[src/rtl/instr_fetch.sv]
// -----------------------------------------------------------------------------
// instr_fetch
//
// Front-end fetch stage. It reads byte-wide instruction memory through a
// req/ready handshake, walks the program counter, and assembles 1-3 byte
// instructions (opcode, data1, data2). Each complete bundle is then offered to
// the core until the core acknowledges it. The core can redirect fetch at any
// time with a single-cycle jump pulse.
//
// Instruction length comes from opcode[7:6]:
//   00 -> 1 byte, 01 -> 2 bytes, 10/11 -> 3 bytes.
//
// Ports:
//   i_clk, i_rst     clock and synchronous active-high reset
//   i_hold           stall; no memory request is issued while it is high
//   i_jump           redirect pulse; the target is i_jump_addr
//   o_mem_req        memory read request (combinational from state and hold)
//   o_mem_addr       byte address of the request (the current pc)
//   i_mem_ready      read data valid this cycle
//   i_mem_data       read data byte
//   o_instr_ready    instruction bundle valid
//   i_instr_ack      consumer takes the bundle this cycle
//   o_opcode         opcode byte
//   o_data1          first operand byte, 0 if unused
//   o_data2          second operand byte, 0 if unused
//   o_instr_pc       address of the opcode byte
// -----------------------------------------------------------------------------
module instr_fetch #(
  parameter int                ADDR_W   = 16,
  parameter logic [ADDR_W-1:0] RESET_PC = '0
) (
  input  logic              i_clk,
  input  logic              i_rst,
  input  logic              i_hold,
  input  logic              i_jump,
  input  logic [ADDR_W-1:0] i_jump_addr,
  output logic              o_mem_req,
  output logic [ADDR_W-1:0] o_mem_addr,
  input  logic              i_mem_ready,
  input  logic [7:0]        i_mem_data,
  output logic              o_instr_ready,
  input  logic              i_instr_ack,
  output logic [7:0]        o_opcode,
  output logic [7:0]        o_data1,
  output logic [7:0]        o_data2,
  output logic [ADDR_W-1:0] o_instr_pc
);

  typedef enum logic [1:0] {
    FETCH_OP = 2'd0,
    FETCH_D1 = 2'd1,
    FETCH_D2 = 2'd2,
    PRESENT  = 2'd3
  } state_t;

  state_t            state_reg;
  logic [ADDR_W-1:0] pc_reg;
  logic [ADDR_W-1:0] instr_pc_reg;
  logic [7:0]        opcode_reg;
  logic [7:0]        data1_reg;
  logic [7:0]        data2_reg;
  logic              instr_ready_reg;

  logic              fetching;
  logic              take_byte;
  logic [ADDR_W-1:0] pc_next;

  // A request is only meaningful in a fetch state and while not stalled.
  // It is also suppressed while reset is held so memory sees no traffic.
  assign fetching   = (state_reg != PRESENT);
  assign o_mem_req  = fetching && !i_hold && !i_rst;
  assign o_mem_addr = pc_reg;
  assign take_byte  = o_mem_req && i_mem_ready;

  // Natural wrap at 2^ADDR_W lets an instruction straddle the top of memory.
  assign pc_next = pc_reg + ADDR_W'(1);

  assign o_instr_ready = instr_ready_reg;
  assign o_opcode      = opcode_reg;
  assign o_data1       = data1_reg;
  assign o_data2       = data2_reg;
  assign o_instr_pc    = instr_pc_reg;

  always_ff @(posedge i_clk) begin
    if (i_rst) begin
      state_reg       <= FETCH_OP;
      pc_reg          <= RESET_PC;
      instr_pc_reg    <= RESET_PC;
      opcode_reg      <= 8'h00;
      data1_reg       <= 8'h00;
      data2_reg       <= 8'h00;
      instr_ready_reg <= 1'b0;
    end else if (i_jump) begin
      // Redirect beats ack and memory data: any partial or presented
      // bundle is dropped and the byte returned this cycle is ignored.
      state_reg       <= FETCH_OP;
      pc_reg          <= i_jump_addr;
      instr_ready_reg <= 1'b0;
    end else begin
      case (state_reg)
        FETCH_OP: begin
          if (take_byte) begin
            opcode_reg   <= i_mem_data;
            data1_reg    <= 8'h00;
            data2_reg    <= 8'h00;
            instr_pc_reg <= pc_reg;
            pc_reg       <= pc_next;
            if (i_mem_data[7:6] == 2'b00) begin
              state_reg       <= PRESENT;
              instr_ready_reg <= 1'b1;
            end else begin
              state_reg <= FETCH_D1;
            end
          end
        end

        FETCH_D1: begin
          if (take_byte) begin
            data1_reg <= i_mem_data;
            pc_reg    <= pc_next;
            if (opcode_reg[7:6] == 2'b01) begin
              state_reg       <= PRESENT;
              instr_ready_reg <= 1'b1;
            end else begin
              state_reg <= FETCH_D2;
            end
          end
        end

        FETCH_D2: begin
          if (take_byte) begin
            data2_reg       <= i_mem_data;
            pc_reg          <= pc_next;
            state_reg       <= PRESENT;
            instr_ready_reg <= 1'b1;
          end
        end

        PRESENT: begin
          // Hold does not block the ack; the next request goes out on the
          // cycle after the ack, from FETCH_OP.
          if (i_instr_ack) begin
            state_reg       <= FETCH_OP;
            instr_ready_reg <= 1'b0;
          end
        end

        default: begin
          state_reg       <= FETCH_OP;
          instr_ready_reg <= 1'b0;
        end
      endcase
    end
  end

endmodule

[config.mk]
export PLATFORM = sky130hd
export DESIGN_NAME = instr_fetch
export DESIGN_NICKNAME = d
export VERILOG_FILES = /design/src/rtl/instr_fetch.sv
export SDC_FILE = /design/constraint.sdc
export NUM_CORES = 1
export LEC_CHECK = 0
export CORE_ASPECT_RATIO = 0.75
export CORE_UTILIZATION = 30
export CTS_CLUSTER_DIAMETER = 60
export DETAILED_ROUTE_END_ITERATION = 10
export PLACE_DENSITY = 0.67
export SLEW_MARGIN = 20
export SYNTH_ARGS = -nofsm -noshare
export SYNTH_HDL_FRONTEND = slang
export SYNTH_SLANG_ARGS = --single-unit
[constraint.sdc]
create_clock -name i_clk -period 1.9 [get_ports i_clk]
set_input_delay 0.57 -clock i_clk [delete_from_list [all_inputs] [get_ports i_clk]]
set_output_delay 0.57 -clock i_clk [all_outputs]
set_load 0.02 [all_outputs]
==> run summary, run 1 <==
Setup violators final: 0
GRT Resource Usage Total: 0.184
HP Class: reg2reg
Synth cell types: 46
Die Ht: 82.4 microns
Final Skew: 0.00559 ns
N_diodes: 0
Crit Path Class: reg2out
Starting Density: 0.318
First-pass GRT wire length: 12.5 mm
RR Startpoint: state_reg[0]$_SDFFE_PP0P_
Req. time, crit path: 1.33 ns
CP endpoint kind: primary output
NumNets Final: 460
Worst-Margin Slew: 0.576 ns
Power after layout: 3.65 mW
CTS Sinks: 59
Layout cell share with drive strength beyond 1: 0.172
Via density: 4.92
Die area: 9000 sq um
Asr flop ratio synth: 0
R2R Setup Slk: 0.06 ns
Post-Place Setup Slack: -0.609 ns
Root Driver: clkbuf_16
Leakage: 1.72 nW
Largest net degree at the start of global routing: 54
Core footprint: 8130 sq um
Synth Cell Area: 2590 sq um
CP Launch Type: register
RSZ-0062 raised after global routing: true
Worst-path cell chain: clkdlybuf4s50_1
Hold-critical path depth: 2
Peak fanout along the critical path: 2
Final worst setup slack: 0.0468 ns
Crit path launch: o_instr_pc[10]$_SDFFE_PP0P_
Synth Warn #: 0
Crit path to: o_instr_pc[10]
Num rows: 28
DRC viols: 0
Routed Antenna Nets: 0
Reg-to-reg endpoint: o_mem_addr[11]$_SDFFE_PP0P_
Max Fclk: 540 MHz
R2R depth: 7
IO Pins: 88
Clk_lat worst skew: 0.32 ns
Arr. time, crit path: 1.28 ns
DR pass1 iterations: 4
Synthesis-stage register bit count: 59
EDFF count, synth: 0
Vias in the first global route: 2497
Buf/Inv on CP: 1
Detailed Route Iter0 Violations: 112
Final Max Slew Viols: 0
Final Util: 0.525
Rel. slew slack: 0.616
Status: finished clean
PwrDens: 856 nW/um^2
Routed vias: 2625
Max-Cap Viols: 0
Fin crit period: 1.85 ns
Delay-heaviest family, CP: buffers and inverters
Total Routed Length: 7.95 mm
Post-Syn Nets: 342
WP depth: 1
Register area share after synthesis: 0.456
Final hold vios: 0
Worst hold slack: 0.453 ns
TritonCTS clock tree: built
CTS buffer count: 9
Wire length per cell: 14.9 microns
GPL Wtd Cong: 0.851
Die Wd: 109 microns
Clk slew on worst S/H paths: 0.06 ns
Area growth from synthesis to layout: 65.0%
Synth Flop Type: dfxtp_1
Post-DP HPWL: 5.68 mm
Gr ovfl total: 0
Fin crit share: 0.975
Critical Path Slowest Stage Cell: clkdlybuf4s50_1
Max Root-Sink Buffers: 2
Port bufs: 87
Mapped Avg Cell Area: 8.46 sq um
Crit path largest cell delay: 0.61 ns
Maximum vdd drop: 0.000460 V
Initial antenna violation count: 0
H-tree depth: 3
Cell count after synthesis: 306
==> synthesized netlist by cell type, types with 2 or more instances <==
cell type	n	area share
nand2_1	63	0.091
dfxtp_1	59	0.46
a21oi_1	33	0.064
nor2_1	23	0.033
nand3_1	16	0.031
clkbuf_1	14	0.020
a211oi_1	9	0.026
inv_1	9	0.013
a22o_1	8	0.027
nand4_1	7	0.017
ha_1	6	0.029
nor3_1	6	0.012
xnor2_1	6	0.020
xor2_1	6	0.020
a311oi_1	3	0.010
buf_2	3	0.0058
a2111oi_0	2	0.0068
and2_1	2	0.0048
nor4_2	2	0.0097
o211a_1	2	0.0077
o31ai_1	2	0.0058
==> tightest hold or removal path, stage by stage (launching register included) <==
cell	delay [ns]
dfxtp_1	0.31
nand2_1	0.05
a21oi_1	0.05
==> where the power goes <==
group	internal (mW)	switching (mW)	total (mW)
Sequential	1.28	0.0397	1.32
Combinational	0.216	0.232	0.448
Clock	1.29	0.602	1.89
Total	2.78	0.874	3.65
==> final cells by class <==
class | count | area [sq um]
sequential | 59 | 1180
clock inverter | 7 | 124
fill | 766 | 3860
multi-input combinational | 220 | 1370
timing repair buffer | 125 | 1200
tap | 105 | 131
clock buffer | 9 | 225
inverter | 9 | 33.8
==> layer usage <==
metal	vias up	global-route usage	share of wire
li1	1313	-	-
met1	1235	0.253	0.49
met2	75	0.281	0.44
met3	2	0.0549	0.066
met4	0	0.0493	0.0031
met5	-	0	0
==> through the flow <==
| step | area (sq um) | std cells | TNS [ns] |
|---|---|---|---|
| after floorplan | 2600 | 306 | -0.0758 |
| after global placement | 3820 | 514 | -22.98 |
| after detailed placement | 3820 | 514 | -25.20 |
| after CTS | 4210 | 532 | 0 |
| after global routing | 4270 | 534 | -0.199 |
| final | 4270 | 534 | 0 |
==> logic make-up after synthesis <==
family / synth area share
AO/OA/AOI/OAI: 0.181
XOR/XNOR: 0.0406
adder cells (fa/ha/maj): 0.0290
buffers and inverters: 0.0435
flip-flops: 0.456
multiplexers: 0.00387
AND/OR/NAND/NOR: 0.245
==> worst min-delay path by stage <==
stage	start	to	slack, ns
after global placement	o_instr_pc[2]$_SDFFE_PP0P_	o_instr_pc[2]$_SDFFE_PP0P_	0.44
after global routing	o_opcode[0]$_SDFFE_PP0P_	o_opcode[0]$_SDFFE_PP0P_	0.48
after CTS	o_instr_pc[12]$_SDFFE_PP0P_	o_instr_pc[12]$_SDFFE_PP0P_	0.45
final	o_instr_pc[12]$_SDFFE_PP0P_	o_instr_pc[12]$_SDFFE_PP0P_	0.45
after detailed placement	o_instr_pc[12]$_SDFFE_PP0P_	o_instr_pc[12]$_SDFFE_PP0P_	0.45
after floorplan	state_reg[1]$_SDFFE_PP0P_	state_reg[1]$_SDFFE_PP0P_	0.52
==> timing repair <==
action	CTS	global route
pin swaps	3	11
endpoints found under the hold margin	0	0
resized for setup	26	14
buffers inserted	2	2
hold buffers	0	0
endpoints found under the setup margin	57	33
==> cells in the final DEF (no fill, tap or decap), types with 3 or more instances in the layout <==
master,netlist,routed
xnor2_1,6,6
a211oi_1,9,8
buf_12,0,4
nand4_1,7,7
inv_1,9,9
nand3_1,16,16
dlygate4sd2_1,0,13
ha_1,6,5
xor2_1,6,6
clkdlybuf4s50_1,0,65
nor2_1,23,23
a21oi_1,33,33
dfxtp_1,59,57
nand2_1,63,63
clkbuf_16,0,9
bufinv_16,0,3
buf_4,0,33
a22o_1,8,8
nor3_1,6,4
dlymetal6s2s_1,0,6
(Power assumes the default switching activity.)
==> run 2: changes to the inputs <==
--- a/config.mk
+++ b/config.mk
@@ -8,6 +8,7 @@
 export CORE_ASPECT_RATIO = 0.75
 export CORE_UTILIZATION = 30
 export CTS_CLUSTER_DIAMETER = 60
+export CTS_CLUSTER_SIZE = 14
 export DETAILED_ROUTE_END_ITERATION = 10
 export PLACE_DENSITY = 0.67
 export SLEW_MARGIN = 20
==> results of run 2 <==
Same layout as run 1: the final DEF is identical, and so are final timing and power.
==> run 3: changes to the inputs <==
--- a/config.mk
+++ b/config.mk
@@ -5,11 +5,13 @@
 export SDC_FILE = /design/constraint.sdc
 export NUM_CORES = 1
 export LEC_CHECK = 0
+export CAP_MARGIN = 10
 export CORE_ASPECT_RATIO = 0.75
 export CORE_UTILIZATION = 30
 export CTS_CLUSTER_DIAMETER = 60
 export CTS_CLUSTER_SIZE = 14
 export DETAILED_ROUTE_END_ITERATION = 10
+export HOLD_SLACK_MARGIN = 0.12
 export PLACE_DENSITY = 0.67
 export SLEW_MARGIN = 20
 export SYNTH_ARGS = -nofsm -noshare
==> results of run 3 <==
Same layout as run 1: the final DEF is identical, and so are final timing and power.
==> edit 1, RTL diff (config.mk and constraints of run 2) <==
Make the reset (`i_rst`) asynchronous in one clocked block. Comments in the files are not updated.
--- a/src/rtl/instr_fetch.sv
+++ b/src/rtl/instr_fetch.sv
@@ -81,7 +81,7 @@
   assign o_data2       = data2_reg;
   assign o_instr_pc    = instr_pc_reg;
 
-  always_ff @(posedge i_clk) begin
+  always_ff @(posedge i_clk or posedge i_rst) begin
     if (i_rst) begin
       state_reg       <= FETCH_OP;
       pc_reg          <= RESET_PC;
Function: differs if i_rst is asserted again (counterexample within 4 cycles, from zero or initial values and one cycle with i_rst high); with i_rst held inactive, the same outputs for 4 cycles.
==> edit 1 against run 2 <==
The run now ends with setup timing left; first-iteration DRC count is 39% lower; area after synthesis increased by 11%; core utilization shrank 1.6 points; sequential cell count is the same; routed wire length is 6.4% higher; cell area rose by 9.3%; setup slack worse by 0.15 ns; clock skew down 0.0015 ns; critical path type is now reg -> reg; critical endpoint is now o_instr_pc[9].
Power is not compared: it rests on default switching activity, and its combinational part moved more than twofold at a synthesized area within 25%.
==> edit 1: results (changes against run 2) <==
* Clock Skew at 0.00411 ns (was 0.00559 ns)
* Buffering overhead at 0.258 (was 0.281)
* DR vias at 2486 (was 2625)
* Hold path depth at 1 (was 2)
* Crit-path max FO at 6 (was 2)
* Ratio of cells with drive above 1 in the final layout at 0.257 (was 0.172)
* Slowest stage delay, CP at 0.58 ns (was 0.61 ns)
* Hold_ws at 0.505 ns (was 0.453 ns)
* Placed cells at 501 (was 514)
* First-pass GRT wire length at 13.1 mm (was 12.5 mm)
* Post_cts resized at 40 (was 26)
* Post-synthesis sequential area ratio at 0.516 (was 0.456)
* WP data arrival at 2.21 ns (was 1.28 ns)
* Fillers at 830 (was 766)
* Worst slew margin at 0.769 (was 0.616)
* Final Non-Filler Cells at 525 (was 534)
* Worst reg2reg path depth at 6 (was 7)
* Met3 WL at 417 µm (was 521 µm)
* Violated checks: setup timing
* Hold Path Sink: o_instr_pc[6] (was o_instr_pc[12])
* Final HPWL DP at 5.62 mm (was 5.68 mm)
* M1 WL at 3.93 mm (was 3.92 mm)
* Comb_multi_in at 177 (was 220)
* Worst slack, placed at -0.663 ns (was -0.609 ns)
* Clk tree area frac at 0.0646 (was 0.0818)
* Final net count at 429 (was 460)
* Ys async rst share at 1.00 (was 0)
* Largest net degree at the start of global routing at 60 (was 54)
* WL final at 8.46 mm (was 7.95 mm)
* Inverters at 24 (was 9)
* CP max stage cell: or4b_4 (was clkdlybuf4s50_1)
* GP Congestion at 0.757 (was 0.851)
* Critical path launch point: state_reg[0] (was o_instr_pc[10])
* Multi-input combinational area share at 0.307 (was 0.321)
* Crit path capture: o_instr_pc[9] (was o_instr_pc[10])
* Placed cell areas at 4150 µm² (was 3820 µm²)
* CP top delay family: simple AND/OR/NAND/NOR gates (was buffers and inverters)
* Endpoints failing setup at 44 (was 0)
* Status: finished with violations (was complete, no violations)
* Post-synth top cells: 59 x dfrtp_1, 28 x nand2_1, 24 x inv_1, 24 x mux2_2, 19 x o21ai_0 (was 63 x nand2_1, 59 x dfxtp_1, 33 x a21oi_1)
* Main synth FF type: dfrtp_1 (was dfxtp_1)
* Netlist cell types at 44 (was 46)
* Mapped Nets at 306 (was 342)
* GR Util All Layers at 0.176 (was 0.184)
* Final setup margin at -0.0985 ns (was 0.0468 ns)
* Largest cells by area after synthesis: dfrtp_1 52%, mux2_2 9.4%, mux2i_1 4.2% (was dfxtp_1 46%, nand2_1 9.1%, a21oi_1 6.4%)
* Gate Count Post-Synth at 269 (was 306)
* Worst Hold Launch: o_instr_pc[6] (was o_instr_pc[12])
* Routed wl met2 at 3.98 mm (was 3.48 mm)
edit 1: cell types whose count changed in the layout (fill, tap and decap cells not counted), sizes merged, moves of 8 or more:
cell   delta
nand2    -31
o21ai    +18
mux2     +24
dfxtp    -59
dfrtp    +59
inv      +15
mux2i    +11
a21oi    -32
nor2     -14
a22o      -8
edit 1: cell families (layout without fill, tap and decap cells):
family / count (synthesis) / count (layout) / share of synthesized area
AND/OR/NAND/NOR: 87 / 90 / 0.163
flip-flops: 59 / 59 / 0.516
AO/OA/AOI/OAI: 36 / 36 / 0.0796
multiplexers: 36 / 36 / 0.136
buffers and inverters: 36 / 161 / 0.0503
XOR/XNOR: 8 / 8 / 0.0245
adder cells (fa/ha/maj): 7 / 7 / 0.0306
edit 1: routing by layer:
metal	global-route usage	vias to the layer above
li1	-	1185
met1	0.233	1234
met2	0.275	56
met3	0.0559	11
met4	0.0602	0
met5	0	-
==> edit 2, RTL diff (settings of run 2) <==
Made on the original files. Encoding of `state_t`: now Gray code (2 bits for 4 states).
--- a/src/rtl/instr_fetch.sv
+++ b/src/rtl/instr_fetch.sv
@@ -47,10 +47,10 @@
 );
 
   typedef enum logic [1:0] {
-    FETCH_OP = 2'd0,
-    FETCH_D1 = 2'd1,
-    FETCH_D2 = 2'd2,
-    PRESENT  = 2'd3
+    FETCH_OP = 2'b00,
+    FETCH_D1 = 2'b01,
+    FETCH_D2 = 2'b11,
+    PRESENT  = 2'b10
   } state_t;
 
   state_t            state_reg;
Formal check against the unedited RTL: same outputs for any inputs over 4 cycles, from zero or initial values and one cycle with i_rst high; so few cycles prove little.
==> edit 2 against run 2 <==
Non-clock buffer count rose by 4; global-route usage up 0.064 points; the run now ends with setup timing left; area after synthesis shrank 1.8%; sequential cell count unchanged; via count grew 2.9%; core utilization rose by 0.50 points; highest routed layer unchanged; synthesized cell count increased by 2.0%; clock power decreased by 20%; power is 12% lower; fmax is 22% lower; setup slack got worse by 0.53 ns; cell area hardly changed; routed wire length grew 2.4%; largest cell class unchanged.
==> edit 2: results (changes against run 2) <==
* WL final at 8.14 mm (was 7.95 mm)
* Post-synth top cells: 64 x nand2_1, 59 x dfxtp_1, 34 x a21oi_1 (was 63 x nand2_1, 59 x dfxtp_1, 33 x a21oi_1)
* CP Class: reg -> reg (was reg -> out)
* Worst slack, placed at -0.981 ns (was -0.609 ns)
* GP Congestion at 0.799 (was 0.851)
* Final setup margin at -0.485 ns (was 0.0468 ns)
* Xor/xnor cell area share of the yosys netlist at 0.0310 (was 0.0406)
* Int Pwr at 2450 µW (was 2780 µW)
* Mapped Nets at 348 (was 342)
* Crit path capture: o_mem_addr[11] (was o_instr_pc[10])
* Post-Synth Adder-Cell Area at 0.0296 (was 0.0290)
* GR Util All Layers at 0.185 (was 0.184)
* Via-to-Cell Ratio at 4.99 (was 4.92)
* Largest net degree at the start of global routing at 66 (was 54)
* CP top delay family: simple AND/OR/NAND/NOR gates (was buffers and inverters)
* Final HPWL DP at 5.78 mm (was 5.68 mm)
* Netlist cell types at 40 (was 46)
* Violated checks: setup timing
* Sum Neg Setup Slack at -2.61 ns (was 0 ns)
* Worst reg2reg path depth at 6 (was 7)
* Crit-path max FO at 3 (was 2)
* Hold Path Sink: o_data2[2] (was o_instr_pc[12])
* Endpoints failing setup at 13 (was 0)
* Area Overhead vs Synth at 68.2% (was 65.0%)
* Vias in the first global route at 2533 (was 2497)
* DR vias at 2701 (was 2625)
* Placed cells at 522 (was 514)
* WP data arrival at 2.62 ns (was 1.28 ns)
* Clk network pwr share at 0.467 (was 0.517)
* Compound-Gate Fraction of Synth Area at 0.181 (about the same)
* Detailed Route Iter0 Violations at 91 (was 112)
* Post-synthesis sequential area ratio at 0.465 (was 0.456)
* Largest cells by area after synthesis: dfxtp_1 47%, nand2_1 9.5%, a21oi_1 6.7% (was dfxtp_1 46%, nand2_1 9.1%, a21oi_1 6.4%)
* Hold_ws at 0.451 ns (was 0.453 ns)
* Status: finished with violations (was complete, no violations)
* Clock Skew at 0.00480 ns (was 0.00559 ns)
* Ratio of cells with drive above 1 in the final layout at 0.197 (was 0.172)
* Total Power at 3230 µW (was 3650 µW)
* Placed cell areas at 3780 µm² (was 3820 µm²)
-- edit 2: changes by cell type after synthesis, sizes merged, moves of 2 or more --
cell and change:
o211a -2, clkbuf +5, xor2 -5, a22oi +8, buf -3, a22o -8
a311oi +2, xnor2 +2, nor2 +2, nor2b +2, nand4 -4, or4 +2
o21ai +4
-- edit 2: final cells by class --
type	count	area share
sequential	59	0.277
clock inverter	2	0.00234
tap	105	0.0307
multi-input combinational	224	0.337
timing repair buffer	129	0.282
clock buffer	13	0.0633
inverter	9	0.00791
-- edit 2: metal layers --
| metal | GRT usage | share of wire | vias up |
|---|---|---|---|
| met2 | 0.292 | 0.46 | 99 |
| met5 | 0 | 0 | - |
| met4 | 0.0425 | 0.0058 | 0 |
| li1 | - | - | 1332 |
| met3 | 0.0675 | 0.080 | 7 |
| met1 | 0.240 | 0.46 | 1263 |
-- edit 2: timing repair --
action	in CTS	in global routing
buffers inserted	1	3
pin swaps	8	9
resized for setup	28	31
setup endpoints to repair	70	48
endpoints found under the hold margin	0	0
